File: src/rtl/mc_cpu_pkg.sv
// mc_cpu_pkg: opcode/state enums and register-index width helper for mc_cpu_core
package mc_cpu_pkg;
    typedef enum logic [3:0] {
        OP_NOP   = 4'h0,
        OP_LDI   = 4'h1,
        OP_LD    = 4'h2,
        OP_ST    = 4'h3,
        OP_ADD   = 4'h4,
        OP_SUB   = 4'h5,
        OP_AND   = 4'h6,
        OP_OR    = 4'h7,
        OP_XOR   = 4'h8,
        OP_JMP   = 4'h9,
        OP_JZ    = 4'hA,
        OP_HALT  = 4'hB,
        OP_MUL   = 4'hC,
        OP_ILL_D = 4'hD,
        OP_ILL_E = 4'hE,
        OP_ILL_F = 4'hF
    } opcode_e;

    typedef enum logic [2:0] {
        S_FETCH0,
        S_FETCH1,
        S_EXEC,
        S_MEM,
        S_HALTED
    } state_e;

    // A single register still needs a one-bit index field.
    function automatic int reg_aw(input int n);
        return n > 1 ? $clog2(n) : 1;
    endfunction
endpackage

File: src/rtl/mc_cpu_alu.sv
// mc_cpu_alu: combinational ALU (op, a, b -> y, zero); MUL only when MC_CPU_MUL_EN is defined
module mc_cpu_alu
    import mc_cpu_pkg::*;
#(
    parameter int DATA_W = 8
) (
    input  opcode_e           op,
    input  logic [DATA_W-1:0] a,
    input  logic [DATA_W-1:0] b,
    output logic [DATA_W-1:0] y,
    output logic              zero
);
    // Unlisted opcodes pass b through, which is how LDI moves its immediate.
    always_comb begin
        y = b;
        case (op)
            OP_ADD:  y = a + b;
            OP_SUB:  y = a - b;
            OP_AND:  y = a & b;
            OP_OR:   y = a | b;
            OP_XOR:  y = a ^ b;
`ifdef MC_CPU_MUL_EN
            OP_MUL:  y = a * b;
`endif
            default: y = b;
        endcase
    end

    assign zero = (y == '0);
endmodule

File: src/rtl/mc_cpu_core.sv
// mc_cpu_core: parametrised two-word multicycle CPU with ready-handshake memory port
// Ports: clk, reset (async active-low); mem_req/mem_we/mem_addr/mem_wdata registered
// requests held until mem_ready; mem_rdata sampled on req&&ready; pc, halted, illegal_op.
// Build option: MC_CPU_MUL_EN enables opcode C as MUL, otherwise C is illegal.
module mc_cpu_core
    import mc_cpu_pkg::*;
#(
    parameter int DATA_W = 8,
    parameter int ADDR_W = 8,
    parameter int REG_N  = 4
) (
    input  logic              clk,
    input  logic              reset,
    output logic              mem_req,
    output logic              mem_we,
    output logic [ADDR_W-1:0] mem_addr,
    output logic [DATA_W-1:0] mem_wdata,
    input  logic [DATA_W-1:0] mem_rdata,
    input  logic              mem_ready,
    output logic [ADDR_W-1:0] pc,
    output logic              halted,
    output logic              illegal_op
);
    localparam int REG_AW = reg_aw(REG_N);
`ifdef MC_CPU_MUL_EN
    localparam bit MUL_EN = 1'b1;
`else
    localparam bit MUL_EN = 1'b0;
`endif

    state_e            r_state, w_state_nxt;
    logic [DATA_W-1:0] r_regs [REG_N];
    logic [DATA_W-1:0] r_ir, r_imm, r_wdata;
    logic [ADDR_W-1:0] r_pc, r_addr;
    logic              r_req, r_we, r_z, r_halted;

    opcode_e           w_op;
    logic [REG_AW-1:0] w_rd, w_rs;
    logic [ADDR_W-1:0] w_imm_addr, w_next_pc;
    logic [DATA_W-1:0] w_alu_b, w_alu_y;
    logic              w_alu_zero, w_done, w_is_mem, w_wr, w_jump, w_bad_op, w_unused;

    assign w_op       = opcode_e'(r_ir[DATA_W-1 -: 4]);
    assign w_rd       = r_ir[2*REG_AW-1 : REG_AW];
    assign w_rs       = r_ir[REG_AW-1 : 0];
    assign w_imm_addr = ADDR_W'(r_imm);
    assign w_done     = r_req && mem_ready;
    assign w_is_mem   = (w_op == OP_LD) || (w_op == OP_ST);
    assign w_bad_op   = (w_op inside {OP_ILL_D, OP_ILL_E, OP_ILL_F}) || (w_op == OP_MUL && !MUL_EN);
    assign w_wr       = (w_op inside {OP_LDI, OP_ADD, OP_SUB, OP_AND, OP_OR, OP_XOR}) || (w_op == OP_MUL && MUL_EN);
    assign w_jump     = (w_op == OP_JMP) || (w_op == OP_JZ && r_z);
    // PC already points past the immediate by EXEC, so fall-through needs no adder.
    assign w_next_pc  = w_jump ? w_imm_addr : r_pc;
    assign w_alu_b    = (w_op == OP_LDI) ? r_imm : r_regs[w_rs];
    assign w_unused   = ^r_ir;

    mc_cpu_alu #(.DATA_W(DATA_W)) u_alu (
        .op   (w_op),
        .a    (r_regs[w_rd]),
        .b    (w_alu_b),
        .y    (w_alu_y),
        .zero (w_alu_zero)
    );

    always_ff @(posedge clk or negedge reset) begin
        if (!reset) r_state <= S_FETCH0;
        else        r_state <= w_state_nxt;
    end

    always_comb begin
        w_state_nxt = r_state;
        illegal_op  = 1'b0;
        case (r_state)
            S_FETCH0: w_state_nxt = w_done ? S_FETCH1 : S_FETCH0;
            S_FETCH1: w_state_nxt = w_done ? S_EXEC : S_FETCH1;
            S_EXEC: begin
                w_state_nxt = w_is_mem ? S_MEM : (w_op == OP_HALT) ? S_HALTED : S_FETCH0;
                illegal_op  = w_bad_op;
            end
            S_MEM:    w_state_nxt = w_done ? S_FETCH0 : S_MEM;
            default:  w_state_nxt = S_HALTED;
        endcase
    end

    always_ff @(posedge clk or negedge reset) begin
        if (!reset) begin
            for (int i = 0; i < REG_N; i++) r_regs[i] <= '0;
            r_ir     <= '0;
            r_imm    <= '0;
            r_wdata  <= '0;
            r_pc     <= '0;
            r_addr   <= '0;
            r_req    <= 1'b0;
            r_we     <= 1'b0;
            r_z      <= 1'b0;
            r_halted <= 1'b0;
        end else begin
            case (r_state)
                S_FETCH0: begin
                    // Only the first cycle out of reset sees FETCH0 without a live request.
                    if (!r_req) begin
                        r_req  <= 1'b1;
                        r_we   <= 1'b0;
                        r_addr <= r_pc;
                    end else if (mem_ready) begin
                        r_ir   <= mem_rdata;
                        r_pc   <= r_pc + 1'b1;
                        r_addr <= r_pc + 1'b1;
                    end
                end
                S_FETCH1: begin
                    if (w_done) begin
                        r_imm <= mem_rdata;
                        r_pc  <= r_pc + 1'b1;
                        r_req <= 1'b0;
                    end
                end
                S_EXEC: begin
                    if (w_wr) begin
                        r_regs[w_rd] <= w_alu_y;
                        r_z          <= w_alu_zero;
                    end
                    if (w_is_mem) begin
                        r_req   <= 1'b1;
                        r_we    <= (w_op == OP_ST);
                        r_addr  <= w_imm_addr;
                        r_wdata <= r_regs[w_rs];
                    end else if (w_op == OP_HALT) begin
                        r_halted <= 1'b1;
                    end else begin
                        r_pc   <= w_next_pc;
                        r_req  <= 1'b1;
                        r_we   <= 1'b0;
                        r_addr <= w_next_pc;
                    end
                end
                S_MEM: begin
                    if (w_done) begin
                        if (!r_we) begin
                            r_regs[w_rd] <= mem_rdata;
                            r_z          <= (mem_rdata == '0);
                        end
                        r_req  <= 1'b1;
                        r_we   <= 1'b0;
                        r_addr <= r_pc;
                    end
                end
                default: ;
            endcase
        end
    end

    assign mem_req   = r_req;
    assign mem_we    = r_we;
    assign mem_addr  = r_addr;
    assign mem_wdata = r_wdata;
    assign pc        = r_pc;
    assign halted    = r_halted;
endmodule

File: config.mk
export PLATFORM = sky130hd
export DESIGN_NAME = mc_cpu_core
export DESIGN_NICKNAME = d
export VERILOG_FILES = /design/src/rtl/mc_cpu_pkg.sv /design/src/rtl/mc_cpu_alu.sv /design/src/rtl/mc_cpu_core.sv
export SDC_FILE = /design/constraint.sdc
export NUM_CORES = 1
export LEC_CHECK = 0
export CAP_MARGIN = 0
export CORE_AREA = 3 3 103 105
export CTS_BUF_LIST = sky130_fd_sc_hd__clkbuf_4
export DETAILED_ROUTE_END_ITERATION = 10
export DIE_AREA = 0 0 106 108
export GPL_TIMING_DRIVEN = 0
export PLACE_DENSITY = 0.77
export SYNTH_ARGS = -nofsm -noshare
export SYNTH_HDL_FRONTEND = slang
export SYNTH_SLANG_ARGS = --single-unit
File: constraint.sdc
create_clock -name clk -period 3.4 [get_ports clk]
set_clock_uncertainty 0.2 [all_clocks]
set_input_delay 0.34 -clock clk [delete_from_list [all_inputs] [get_ports clk]]
set_output_delay 0.34 -clock clk [all_outputs]
set_load 0.03 [all_outputs]
==> results.py <==
metrics = {
    "synthesis": {
        "seq_area_frac_synth_pct": 37.1,
        "yosys_warnings": 0,
        "synth-edff-count": 0,
        "netlist_area_um2": 5330,
        "async_flop_share_pct": 100,
        "synth.distinct_cells": 59,
        "syn_nets": 622,
        "synth_top_flop_cell": "dfrtp_1",
        "syn_avg_cell_area_um2": 9.12,
        "synth-seq-cells": 79,
        "syn_inst": 585,
    },
    "detailed_routing": {
        "ant_nets": 0,
        "vias_per_cell": 6.32,
        "route.detailed.drc": 0,
        "vias": 5076,
        "drt_iter0_drc": 459,
        "drt-total-wl_mm": 16.9,
        "drtPass1Iterations": 5,
        "wl_per_cell_um": 21.0,
    },
    "run_status": {
        "violations": "setup timing",
        "status": "complete, but fails checks",
    },
    "setup_path": {
        "crit_arrival_ps": 3890,
        "critPathLaunch": "r_ir[0]$_DFFE_PN0P_",
        "required_ps": 3560,
        "worst_setup_path_start_kind": "flip-flop",
        "endpoint_kind": "flip-flop",
        "ff2ff_path_depth": 15,
        "r2r_start": "r_ir[0]$_DFFE_PN0P_",
        "crit_fanout": 6,
        "reg2reg_to": "r_z$_DFFE_PN0P_",
        "r2r_slack_ps": -340,
        "worstSetupPathType": "flip-flop to flip-flop",
    },
    "sta": {
        "relSlewSlack_pct": 37.8,
        "period_minus_slack_ps": 3740,
        "finalWorstSetupSlack_ps": -338,
        "fmax_mhz": 268,
        "setup_viol": 21,
        "tightest_slew_ps": 927,
        "finalSetupTns_ps": -5950,
        "final_max_slew_viol_count": 0,
        "hold_viol": 0,
        "final.period_utilization_pct": 110,
        "rsz0062_at_grt": "true",
    },
    "cts": {
        "cts_tree": "done",
        "cts_buffers": 9,
        "clock_path_buffers": 2,
        "cts_sinks": 79,
        "root_buffer": "clkbuf_4",
        "clk_latency_ps": 450,
        "cts.clk_slew.worst_paths_ps": 160,
        "htree_levels": 3,
    },
    "global_routing": {
        "grt.overflow.total": 0,
        "grt_max_degree": 43,
        "antenna_found_initial": 0,
        "grt_pass1_wl_mm": 25.9,
        "grt_pass1_vias": 4842,
        "grt_usage_pct": 29.4,
    },
    "worst_hold_path": {
        "hold_path.class": "input port to asynchronous set/reset pin",
    },
    "layout": {
        "drive_above_1_share_pct": 24.8,
        "nets": 702,
        "diodes": 0,
        "fin_area_um2": 6740,
        "utilization_pct": 69.3,
        "area_delta_synth_final_pct": 26.4,
    },
    "placed_design": {
        "placed_area_um2": 5930,
        "post-dp-hpwl_mm": 12.2,
        "place.gp.congestion": 0.942,
        "io_buffer_count": 38,
    },
    "die": {
        "die_h_um": 108,
        "start_util_pct": 54.8,
        "die-area_um2": 11400,
        "die_w_um": 106,
        "pin_count": 39,
        "rows": 36,
        "core_area_um2": 9730,
    },
    "run": {
        "cap_violations": 0,
    },
}
critical path: stages (launching register included):
cell and delay, ps:
dfrtp_1 370, buf_6 140, mux4_2 580, buf_6 160
a211oi_4 210, a21oi_2 120, nand2_1 110, xnor2_1 130
ha_2 340, a21o_1 180, nand2_1 70, a31oi_1 100
nor2_2 210, xnor3_1 310, and2_1 180, o31ai_2 220
through the flow:
step | setup WS, ps | hold slack [ps] | cells
6_report | -338 | 179 | 803
4_1_cts | -253 | 184 | 789
3_5_place_dp | -1060 | 139 | 757
3_3_place_gp | -1080 | 251 | 756
5_1_grt | -467 | 221 | 803
2_1_floorplan | -203 | -156 | 585
repair_timing:
item,CTS,global route
setup endpoints to repair,29,29
hold buffers,1,0
buffers inserted,15,13
gates cloned,0,1
hold endpoints to repair,37,0
pin swaps,21,24
resized for setup,53,53
cells in the mapped netlist (4+ instances only):
master    count  area, um2
dfrtp_1      79       1980
nand2_1      77        289
o21ai_0      61        305
a21oi_1      46        230
nor2_1       33        124
inv_1        28        105
mux2_2       26        293
ha_1         25        313
clkbuf_1     23       86.3
nand3_1      19       95.1
nor3_1       14       70.1
mux4_2       13        293
o22ai_1      11       68.8
a21o_1        9       67.6
nand2b_1      9       56.3
a211oi_1      8       60.1
or3_1         8       50.1
mux2i_1       7       70.1
buf_2         6       30.0
nor2b_1       6       37.5
o31ai_1       6       45.0
and2_1        5       31.3
and3_1        5       31.3
xnor2_1       5       43.8
a31oi_1       4       25.0
nand3b_1      4       30.0
layer usage:
| metal | GRT usage [%] | up-vias | share of wire (%) |
|---|---|---|---|
| li1 | - | 2284 | - |
| met1 | 36.5 | 2475 | 39 |
| met2 | 50.0 | 248 | 48 |
| met3 | 3.82 | 69 | 6.6 |
| met4 | 16.0 | 0 | 6.1 |
| met5 | 0 | - | 0 |
worst max-delay path by stage:
| stage | endpoint | depth (start not counted) |
|---|---|---|
| after detailed placement | r_regs[6]$_DFFE_PN0P_ | 14 |
| after global placement | r_regs[22]$_DFFE_PN0P_ | 14 |
| after CTS | r_regs[7]$_DFFE_PN0P_ | 14 |
| after global routing | r_z$_DFFE_PN0P_ | 15 |
| after floorplan | r_regs[22]$_DFFE_PN0P_ | 14 |
| final | r_z$_DFFE_PN0P_ | 15 |
cells by family after synthesis:
| family | after synthesis | share of synthesized area, % |
|---|---|---|
| fa+ha+maj | 26 | 6.24 |
| flops | 79 | 37.1 |
| xor+xnor | 9 | 1.88 |
| compound gates | 169 | 19.0 |
| mux | 50 | 14.1 |
| simple gates | 192 | 17.3 |
| buf+inv | 60 | 4.50 |
placed cells by master (no fill, tap or decap), types with 19 or more instances in the layout:
master / count
inv_1: 26
dfrtp_1: 78
mux2_2: 22
clkdlybuf4s50_1: 37
nand3_1: 19
nand2_1: 71
a21oi_1: 39
o21ai_0: 40
nor2_1: 29
clkbuf_1: 22
buf_4: 27
state kept, by name (all words and copies together), names as in the netlist:
signal     flops
r_regs        32
mem_addr       8
mem_wdata      8
pc             8
r_imm          8
r_ir           8
r_state        3
halted         1
mem_req        1
mem_we         1
r_z            1
layout make-up:
class	count	area, um2
flip-flops and latches	79	1980
repair buffers	69	662
inverters	28	105
clock buffers	9	67.6
multi-input cells	446	3480
fillers	768	2990
clock inverters	7	111
well taps	133	166
plain buffers	32	169
Power is left out: the tool's default activity adds up to more than one toggle a clock period on the data nets, which glitch-free logic cannot reach.
